$ cat config.mk
export PLATFORM = sky130hd
export DESIGN_NAME = imem_loader
export DESIGN_NICKNAME = d
export VERILOG_FILES = /design/src/rtl/imem_loader_pkg.sv /design/src/rtl/imem_loader_byte_packer.sv /design/src/rtl/imem_loader.sv
export SDC_FILE = /design/constraint.sdc
export NUM_CORES = 1
export LEC_CHECK = 0
export ABC_AREA = 1
export CAP_MARGIN = 20
export CORE_UTILIZATION = 50
export CTS_CLUSTER_SIZE = 25
export DETAILED_ROUTE_END_ITERATION = 16
export PLACE_DENSITY = 0.75
export REMOVE_ABC_BUFFERS = 1
export SYNTH_ARGS = -nofsm -noshare
export SYNTH_HDL_FRONTEND = slang
export SYNTH_SLANG_ARGS = --single-unit
export TNS_END_PERCENT = 50
$ cat constraint.sdc
create_clock -name clk -period 1.5 [get_ports clk]
set_clock_uncertainty 0.05 [all_clocks]
set_input_delay 0.15 -clock clk [delete_from_list [all_inputs] [get_ports clk]]
set_output_delay 0.15 -clock clk [all_outputs]
set_load 0.1 [all_outputs]
$ cat src/rtl/imem_loader_pkg.sv
// Shared definitions for the instruction-memory loader.
// Contents:
//   ST_*            FSM state encoding (IDLE=0, COLLECT=1, WRITE=2, DONE=3)
//   BYTES_PER_WORD  stream bytes packed into one instruction word
//   ADDR_STEP       byte distance between consecutive words; the PC adder uses the same step
//   COUNT_W         width of the requested word count
//   clamp_count()   limits a requested word count to the memory depth
package imem_loader_pkg;

  localparam logic [1:0] ST_IDLE    = 2'd0;
  localparam logic [1:0] ST_COLLECT = 2'd1;
  localparam logic [1:0] ST_WRITE   = 2'd2;
  localparam logic [1:0] ST_DONE    = 2'd3;

  localparam int BYTES_PER_WORD = 4;
  localparam int ADDR_STEP      = 4;
  localparam int COUNT_W        = 7;

  function automatic logic [COUNT_W-1:0] clamp_count(input logic [COUNT_W-1:0] requested,
                                                     input logic [COUNT_W-1:0] limit);
    return (requested > limit) ? limit : requested;
  endfunction

endpackage

$ cat src/rtl/imem_loader_byte_packer.sv
// Little-endian byte packer: collects the first three bytes of a word in a
// lane register and merges the fourth byte on the fly, so the full word is
// available in the same cycle that its last byte is accepted.
// Ports:
//   clk        rising-edge clock
//   reset      synchronous, active-high; empties the packer
//   clear      restarts at lane 0 (new session)
//   load       a stream byte is accepted this cycle
//   byte_in    the stream byte
//   word       packed word {byte_in, lane2, lane1, lane0}; valid when word_full
//   word_full  the byte being loaded completes a word
module imem_loader_byte_packer
  import imem_loader_pkg::*;
(
  input  logic        clk,
  input  logic        reset,
  input  logic        clear,
  input  logic        load,
  input  logic [7:0]  byte_in,
  output logic [31:0] word,
  output logic        word_full
);

  localparam int LANE_W = $clog2(BYTES_PER_WORD);
  localparam logic [LANE_W-1:0] LAST_LANE = LANE_W'(BYTES_PER_WORD - 1);

  logic [LANE_W-1:0]                 lane;
  logic [8*(BYTES_PER_WORD-1)-1:0]   low_lanes;

  // NOTE: state is updated with non-blocking assignments so every flop samples
  // pre-edge values regardless of block ordering.
  always_ff @(posedge clk) begin
    if (reset || clear) begin
      lane      <= '0;
      low_lanes <= '0;
    end else if (load) begin
      lane <= lane + 1'b1;  // wraps back to lane 0 after the last byte
      for (int k = 0; k < BYTES_PER_WORD - 1; k++) begin
        if (lane == LANE_W'(k)) low_lanes[8*k +: 8] <= byte_in;
      end
    end
  end

  assign word      = {byte_in, low_lanes};
  assign word_full = load && (lane == LAST_LANE);

endmodule

$ cat src/rtl/imem_loader.sv
// Write side of the instruction memory. Packs a valid/ready byte stream
// little-endian into 32-bit words and writes them to consecutive word-aligned
// addresses, holding the CPU in reset for the whole session.
// Ports:
//   clk, reset   single clock, synchronous active-high reset
//   start        1-cycle session request, honoured in IDLE only
//   word_count   words to load, latched on an accepted start
//   rx_data      stream byte; rx_valid/rx_ready handshake
//   wr_en        1-cycle write strobe with wr_addr (byte address) and wr_data
//   cpu_hold     keeps the PC in reset while high (same as busy)
//   busy         session in progress
//   done         1-cycle pulse at session end
//   err          sticky: requested word_count exceeded DEPTH
// All outputs are registered; each is loaded from the next-state decode.
module imem_loader
  import imem_loader_pkg::*;
#(
  parameter int                ADDR_W    = 8,
  parameter int                DEPTH     = 64,
  parameter logic [ADDR_W-1:0] BASE_ADDR = '0
) (
  input  logic               clk,
  input  logic               reset,
  input  logic               start,
  input  logic [COUNT_W-1:0] word_count,
  input  logic [7:0]         rx_data,
  input  logic               rx_valid,
  output logic               rx_ready,
  output logic               wr_en,
  output logic [ADDR_W-1:0]  wr_addr,
  output logic [31:0]        wr_data,
  output logic               cpu_hold,
  output logic               busy,
  output logic               done,
  output logic               err
);

  localparam logic [COUNT_W-1:0] DEPTH_C = COUNT_W'(DEPTH);
  localparam logic [ADDR_W-1:0]  STEP_C  = ADDR_W'(ADDR_STEP);

  logic [1:0]         state;
  logic [1:0]         next_state;
  logic [COUNT_W-1:0] words_left;
  logic [COUNT_W-1:0] request;
  logic               start_ok;
  logic               accept;
  logic               word_full;
  logic [31:0]        packed_word;

  assign start_ok = (state == ST_IDLE) && start;
  assign accept   = rx_valid && rx_ready;  // rx_ready is only high in COLLECT
  assign request  = clamp_count(word_count, DEPTH_C);

  imem_loader_byte_packer u_packer (
    .clk       (clk),
    .reset     (reset),
    .clear     (start_ok),
    .load      (accept),
    .byte_in   (rx_data),
    .word      (packed_word),
    .word_full (word_full)
  );

  // NOTE: next_state gets a default before the case so no path leaves it
  // unassigned, which would infer a latch.
  always_comb begin
    next_state = state;
    case (state)
      ST_IDLE:    if (start) next_state = (request == '0) ? ST_DONE : ST_COLLECT;
      ST_COLLECT: if (word_full) next_state = ST_WRITE;
      ST_WRITE:   next_state = (words_left == COUNT_W'(1)) ? ST_DONE : ST_COLLECT;
      ST_DONE:    next_state = ST_IDLE;
      default:    next_state = ST_IDLE;
    endcase
  end

  always_ff @(posedge clk) begin
    if (reset) begin
      state      <= ST_IDLE;
      rx_ready   <= 1'b0;
      wr_en      <= 1'b0;
      wr_addr    <= BASE_ADDR;
      wr_data    <= '0;
      cpu_hold   <= 1'b0;
      busy       <= 1'b0;
      done       <= 1'b0;
      err        <= 1'b0;
      words_left <= '0;
    end else begin
      state    <= next_state;
      rx_ready <= (next_state == ST_COLLECT);
      wr_en    <= (next_state == ST_WRITE);
      busy     <= (next_state != ST_IDLE);
      cpu_hold <= (next_state != ST_IDLE);
      done     <= (next_state == ST_DONE);

      if (start_ok) begin
        words_left <= request;
        err        <= (word_count > DEPTH_C);
        wr_addr    <= BASE_ADDR;
      end

      // wr_data only changes when a word completes, so it holds between writes.
      if (word_full) wr_data <= packed_word;

      // Advance after the write cycle; the address wraps modulo 2^ADDR_W.
      if (state == ST_WRITE) begin
        wr_addr    <= wr_addr + STEP_C;
        words_left <= words_left - COUNT_W'(1);
      end
    end
  end

endmodule

-- Word level (Yosys, flattened, before mapping)
Index checks and enable logic that the tools add are counted.
- bits in latches: 0
- memories kept: 0
- memory bits (writable): 0
- word-level logic and storage cells: 49
- memory bits (read-only): 0
- bits in registers: 80
- bits of input ports: 19
- divide/modulo/power cells: 0
- bitwise operators: 0
- reduce and logical (&&, ||, !) cells: 12
- shifts and indexed selects: 0
- multiplexer cells: 10
- $lt $le $gt $ge: 1
- $add $sub $neg: 3
- eq/ne operators: 10
- multiply operators: 0
- operator list (operator ; number):
    7-bit 2-to-1 mux ; 3
    8-bit 2-to-1 mux ; 2
    2-bit equality test (second input constant) ; 6
    8-bit by 3-bit adder with 8-bit output (second input constant) ; 1
    2-bit 2-to-1 mux ; 4
    2-bit one-hot mux with 4 select lines ; 1
    7-bit by 1-bit equality test with 1-bit output (second input constant) ; 1
    7-bit greater-than comparator (second input constant) ; 1
    7-bit logical NOT ; 1
    7-bit by 1-bit subtractor with 7-bit output (second input constant) ; 1
    2-bit by 1-bit equality test with 1-bit output (second input constant) ; 3
    2-bit AND reduction ; 3
    2-bit logical NOT ; 2
    2-bit nonzero test ; 2
    1-bit logical AND ; 3
    2-bit by 1-bit adder with 2-bit output (second input constant) ; 1
    1-bit logical OR ; 1

-- Logic depth before layout (Yosys ltp)
Gate-level depths: netlist of run 1.
- depth in word-level cells: 7
- mapped depth: 8
- gate-level depth less buffers: 8

-- Modules after synthesis
From an unflattened synthesis of run 1, not the netlist that was laid out.
- cell total of the unflattened synthesis: 475
- area total of the unflattened synthesis: 3475.8 um^2
- modules (own cells, without submodules) (module ; times used ; cells an instance ; area an instance (um^2)):
    imem_loader ; 1 ; 295 ; 2194.6
    imem_loader_byte_packer ; 1 ; 180 ; 1281.2

-- Worst setup path before layout of run 1
No wires, ideal clock.
- path type: reg2reg
- start point: reg rx_ready
- end point: reg u_packer.low_lanes[10]
- clock period less this slack: 1.863 ns
- data arrival time: 1.743 ns
- setup slack: -0.363 ns
- library setup time: 0.070 ns
- cell stages (with the launch flop): 7
- data required time: 1.380 ns
- cells stage by stage: dfxtp_1 > nand2_1 > inv_2 > buf_4 > buf_4 > nand3_1 > a21oi_1
- word-level cells in the longest chain between the ends: 2
- ends and longest elaborated chain (item ; RTL line ; source):
    start: declaration ; imem_loader.sv:28 ; output logic rx_ready,
    start signal: assignment ; imem_loader.sv:91 ; rx_ready <= (next_state == ST_COLLECT);
    1-bit logical AND ; imem_loader.sv:51 ; assign accept = rx_valid && rx_ready;
    2-bit AND reduction (no source line) ; - ;
    end signal: indexed assignment ; imem_loader_byte_packer.sv:39 ; if (lane == LANE_W'(k)) low_lanes[8*k +: 8] <= byte_in;
    end: declaration ; imem_loader_byte_packer.sv:28 ; logic [8*(BYTES_PER_WORD-1)-1:0] low_lanes;
Every way passes these cells.
A chain may end at the register's enable or synchronous reset.

-- Worst setup path in the final report of run 1
- start point: reg words_left[0]
- end point: reg words_left[4]
- word-level cells in the longest chain between the ends: 2
- ends and longest elaborated chain (item ; RTL line ; source):
    start: declaration ; imem_loader.sv:43 ; logic [COUNT_W-1:0] words_left;
    start signal: assignment ; imem_loader.sv:98 ; words_left <= request;
    start signal: assignment ; imem_loader.sv:109 ; words_left <= words_left - COUNT_W'(1);
    7-bit by 1-bit subtractor with 7-bit output ; imem_loader.sv:109 ;
    7-bit 2-to-1 mux ; imem_loader.sv:107 ; if (state == ST_WRITE) begin
Every way passes these cells.

==> run_results.csv, run 1 <==
group,metric,value,unit
outcome,outcome,"finished clean",
worst_setup_path,end_kind,"flop",
final_layout,layout-drive-gt1-share,18.22,%
synthesis,synthAdderAreaFrac,2.791,%
clocking,clkSinkCount,78,
final_layout,final_nets,515,
die,placementRows,28,
route,drtIter0Drc,202,
die,core_area,5991,um2
placed_design,place_area,4363,um2
final_layout,multi_input_area,1340,um2
worst_setup_path,start_kind,"flop",
sta,rsz0062_at_grt,"false",
route,routed_wl,7987,um
synthesis,synth-simple-area-share,25.16,%
worst_setup_path,critPathRequiredTime,1.72,ns
sta,finalSetupViolCount,0,
synthesis,synth_area_per_cell,7.507,um2
synthesis,synth_top_family_by_area,"simple AND/OR/NAND/NOR gates",
grt,track_usage,25.70,%
sta,fmax,744.2,MHz
placed_design,numPortBuffers,62,
clocking,cts-resized-gates,0,
placed_design,hpwl,5548,um
power,p_int,3198,uW
final_layout,synthToLayoutAreaGrowth,45.93,%
route,wl_per_cell,14.04,um
power,switching_share,25.15,%
worst_hold_path,hold_class,"in2reg",
synthesis,synth-xor-area-share,0,%
synthesis,yosys-mux-area-fraction,0,%
synthesis,synth_area,3138,um2
grt,antenna_found_initial,0,
final_layout,diodes,0,
grt,grt_pass1_vias,2801,
sta,drv_slew,0,
worst_setup_path,critical_path_class,"reg2reg",
clocking,postCtsSetupBuffers,0,
synthesis,synth_warnings,0,
power,leakage,0.001771,uW
worst_setup_path,arrival,1.57,ns
clocking,cts_buffer_depth,2,
synthesis,synth_seq_cells,78,
power,pwr-share-seq,49.8,%
die,initial_core_util,52.38,%
clocking,cts-root-buf,"clkbuf_8",
final_layout,fill_cells,389,
clocking,cts_tree,"yes",
power,power.clock.fraction,39.8,%
power,p_comb_share,10.4,%
route,vias,3050,
clocking,cts_hold_repair.buffers,0,
route,ant_nets,0,
route,drc,0,
job,cap_violations,0,
final_layout,seq_area,1562,um2
grt,grt_pass1_wl,12680,um
sta,finalCritPeriodShare,89.58,%
power,ir_worst_vdd,0.0006127,V
synthesis,ys_types,22,
worst_setup_path,critPathMaxFanout,6,
power,power_density,932.8,nW/um2
route,drtPass1Iterations,5,
synthesis,synthCells,418,
power,p_sw,1074,uW
clocking,ctsHtreeMaxLevel,3,
grt,grt_max_degree,27,
die,die-area,6597,um2
die,io_pins,65,
synthesis,ys_seq_area_share,49.76,%
die,die-width,81.22,um
clocking,cts_made_buffers,9,
sta,tns,0,ns
route,vias_per_cell,5.360,
clocking,clk_latency,0.35,ns
synthesis,synth_compound_area_share,14.43,%
grt,grt.overflow.total,0,
power,total_power,4272,uW
placed_design,place_congestion,0.8314,
clocking,clkSlewWorstSetupHoldPaths,0.09,ns
sta,final_hold_viol_count,0,
sta,min_period,1.344,ns
final_layout,stdcell_area,4579,um2
die,die_y,81.22,um
layout by cell type, fill, tap and decap left out:
cell and n:
clkinv_2 2, buf_12 48, clkdlybuf4s50_1 18, bufinv_16 2, nor2_1 23, inv_1 26, nand2_2 6, nand4_1 2
dfxtp_1 78, nand2_1 124, a21oi_2 1, buf_4 16, a21oi_1 70, o211ai_1 1, nand3_1 38, inv_2 3
clkbuf_8 9, a31oi_1 2, ha_1 7, clkinvlp_4 1, clkbuf_1 1, o211a_1 1, clkinv_4 1, o21ai_0 11
conb_1 2, o21ai_2 1
kinds of logic after synthesis:
family / Yosys count
buffers and inverters: 52
AOI/OAI and AO/OA: 87
and+or+nand+nor: 193
DFF: 78
adders and majority gates: 7
other: 1
cell usage after synthesis:
cell type	n	share of area, %
buf_1	3	0.36
nand4_1	2	0.40
nand2_1	125	15
o21ai_0	11	1.8
o21ai_2	1	0.28
nor2_1	23	2.8
clkbuf_1	3	0.36
a21oi_2	1	0.28
buf_2	8	1.3
o211a_1	1	0.32
buf_4	8	1.9
inv_1	26	3.1
buf_6	1	0.36
inv_2	3	0.36
o211ai_1	1	0.24
conb_1	1	0.12
a31oi_1	2	0.40
nand3_1	38	6.1
a21oi_1	70	11
ha_1	7	2.8
dfxtp_1	78	50
nand2_2	5	1.0
worst max-delay path, stage by stage, from the launching register on:
cell and delay, ns:
dfxtp_1 0.32, inv_1 0.15, ha_1 0.27, nand2_1 0.10
o21ai_0 0.16, nand3_1 0.10, a31oi_1 0.13
power by group through the flow:
| stage | Combinational [uW] | Sequential [uW] | Clock [uW] |
|---|---|---|---|
| floorplan | 169 | 2230 | 0 |
| global placement | 432 | 2170 | 0 |
| detailed placement | 439 | 2170 | 0 |
| CTS | 441 | 2130 | 1690 |
| global route | 478 | 2130 | 1790 |
| finish | 446 | 2130 | 1700 |
registers in the layout, summed over array words and instances, names as in the netlist:
name and flops:
u_packer.lane 2, err 1, wr_addr 6, wr_data 32
words_left 7, rx_ready 1, u_packer.low_lanes 24, done 1
wr_en 1, busy 1, state 2
layout make-up:
cell class | count | area share [%]
sequential | 78 | 34.10
multi-input combinational | 289 | 29.26
timing repair buffer | 82 | 27.54
clock buffer | 10 | 2.787
inverter | 29 | 2.377
tap | 75 | 2.049
clock inverter | 6 | 1.885
per-layer routing:
metal,track usage [%],up-vias,part of all wire [%]
met5,0,-,0
met4,10.54,0,1.5
met3,4.157,15,4.9
met2,44.37,111,49
met1,31.67,1430,44
li1,-,1494,-
path summary, 6_finish.rpt:
| path | start | end | slack (ns) | cells after the start |
|---|---|---|---|---|
| worst max register to register | words_left[0] | words_left[4] | 0.16 | 6 |
| worst max-delay path | words_left[0] | words_left[4] | 0.16 | 6 |
| worst min register to register | u_packer.low_lanes[6] | wr_data[6] | 0.41 | 2 |
| worst min-delay path | word_count[2] | words_left[2] | 0.38 | 3 |
stage by stage:
stage	instances	hold slack [ns]	util (%)	setup slack (ns)
finish	569	0.3752	76.44	0.1563
global route	569	0.4050	76.44	0.04386
global placement	553	0.3953	72.83	0.07619
CTS	569	0.3685	76.40	0.09690
detailed placement	553	0.4010	72.83	0.03634
floorplan	396	0.1624	-	-1.211
No activity file was read; power rests on OpenSTA's default activity.
==> run 2: changes to the inputs <==
--- a/config.mk
+++ b/config.mk
@@ -12,6 +12,7 @@
 export DETAILED_ROUTE_END_ITERATION = 16
 export PLACE_DENSITY = 0.75
 export REMOVE_ABC_BUFFERS = 1
+export SETUP_SLACK_MARGIN = 0.15
 export SYNTH_ARGS = -nofsm -noshare
 export SYNTH_HDL_FRONTEND = slang
 export SYNTH_SLANG_ARGS = --single-unit
==> run 2 against run 1 <==
Against the previous run: via count decreased by 0.23%; sequential share of layout area fell by 0.12 points; largest cell class unchanged; clock power barely moved.
==> run_results.csv, run 2 (synthesized netlist as in run 1, its figures left out) <==
group,metric,value,unit
outcome,outcome,"finished clean",
grt,grt.overflow.total,0,
final_layout,layout-drive-gt1-share,20.65,%
worst_setup_path,critPathMaxFanout,6,
power,p_sw,1055,uW
sta,drv_slew,0,
power,switching_share,24.78,%
worst_setup_path,start_kind,"flop",
clocking,clkSlewWorstSetupHoldPaths,0.08,ns
worst_setup_path,end_kind,"flop",
clocking,cts_tree,"yes",
route,wl_per_cell,14.16,um
sta,fmax,760.7,MHz
placed_design,place_congestion,0.8314,
worst_setup_path,reg2reg_from,"words_left[0]",
clocking,clk_latency,0.34,ns
clocking,cts_buffer_depth,2,
sta,holdWs,0.3845,ns
grt,antenna_found_initial,0,
route,drc,0,
sta,finalSetupViolCount,0,
die,core_area,5991,um2
clocking,cts_made_buffers,9,
sta,finalCritPeriodShare,87.63,%
route,vias,3043,
final_layout,largestRegisters,"wr_data x32, u_packer.low_lanes x24, words_left x7",
worst_setup_path,cp-startpoint,"words_left[0]",
job,cap_violations,0,
placed_design,hpwl,5548,um
clocking,ctsHtreeMaxLevel,3,
power,pwr-share-seq,50.0,%
die,placementRows,28,
clocking,cts-root-buf,"clkbuf_8",
sta,finalWorstSetupSlack,0.1855,ns
worst_hold_path,hold_start,"word_count[2]",
die,die-width,81.22,um
sta,min_period,1.315,ns
placed_design,dpl_worst_slack,0.03634,ns
power,p_comb_share,10.6,%
clocking,clkSinkCount,78,
die,die_y,81.22,um
final_layout,layout_common_cells,"nand2_1, dfxtp_1, a21oi_1",
route,drtPass1Iterations,4,
final_layout,synthToLayoutAreaGrowth,47.05,%
clocking,postCtsSetupBuffers,0,
final_layout,largest_reg_flops,32,
power,ir_worst_vdd,0.0006146,V
sta,rsz0062_at_grt,"true",
grt,grt_pass1_vias,2809,
grt,grt_max_degree,27,
worst_setup_path,critical_path_class,"reg2reg",
grt,use_met3,4.157,%
power,p_int,3201,uW
power,power_density,922.3,nW/um2
route,vias_per_cell,5.348,
worst_setup_path,critPathRequiredTime,1.72,ns
die,io_pins,65,
worst_hold_path,hold_class,"in2reg",
die,initial_core_util,52.38,%
grt,grtUsageMet1,31.67,%
placed_design,numPortBuffers,62,
die,die-area,6597,um2
final_layout,final_nets,515,
route,ant_nets,0,
grt,grt_pass1_wl,12700,um
final_layout,diodes,0,
grt,grtUsageMet2,44.37,%
sta,final_hold_viol_count,0,
route,routed_wl,8056,um
final_layout,top_register,"wr_data",
final_layout,seq_area,1568,um2
final_layout,final_common_cell,"nand2_1",
final_layout,multi_input_area,1363,um2
worst_setup_path,arrival,1.53,ns
power,leakage,0.001784,uW
final_layout,fill_cells,385,
grt,top_usage_layer,"met2",
grt,track_usage,25.72,%
route,drtIter0Drc,211,
power,power.clock.fraction,39.4,%
run 2: cell counts in the layout (fill, tap and decap cells not counted):
Identical to the previous run, type by type.
run 2: what timing repair did:
action | 4_1_cts | 5_1_grt
pin swaps | 0 | 1
resized for setup | 1 | 15
endpoints found under the setup margin | 8 | 43
hold buffers | 0 | 0
run 2: through the flow:
stage / setup TNS (ns) / total power [uW] / std cells / cell area [um2] / utilization (%)
2_1_floorplan: -54.13 / 2398 / 396 / 3008 / -
3_3_place_gp: 0 / 2604 / 553 / 4363 / 72.83
3_5_place_dp: 0 / 2611 / 553 / 4363 / 72.83
4_1_cts: 0 / 4257 / 569 / 4579 / 76.44
5_1_grt: 0 / 4400 / 569 / 4614 / 77.03
6_report: 0 / 4256 / 569 / 4614 / 77.03
run 2: worst max-delay path, stage by stage (launching register included):
cell and delay (ns):
dfxtp_1 0.32, inv_1 0.15, ha_2 0.26, nand2_1 0.08, o21ai_0 0.15, nand3_1 0.10, a31oi_1 0.13
run 2: routing by layer:
layer / routed length [um] / vias up
met1: 3415 / 1420
li1: - / 1494
met2: 4054 / 118
met3: 466 / 11
met4: 119 / 0
met5: 0 / -
run 2: power by group through the flow:
stage / combinational [uW] / sequential (uW) / clock (uW)
floorplan: 169 / 2230 / 0
global placement: 432 / 2170 / 0
detailed placement: 439 / 2170 / 0
CTS: 442 / 2130 / 1690
global route: 484 / 2130 / 1790
finish: 451 / 2130 / 1680
run 2: worst paths after layout:
path,to,slack (ns),cells past startpoint
setup / recovery,words_left[4],0.19,6
hold / removal,words_left[2],0.38,3
setup reg to reg,words_left[4],0.19,6
hold reg to reg,u_packer.low_lanes[16],0.41,2
run 2: area by class of cell:
cell class,instances,area share (%)
flip-flops and latches,78,33.97
multi-input cells,289,29.53
repair buffers,82,27.41
clock buffers,10,2.766
inverters,29,2.413
well taps,75,2.034
clock inverters,6,1.871
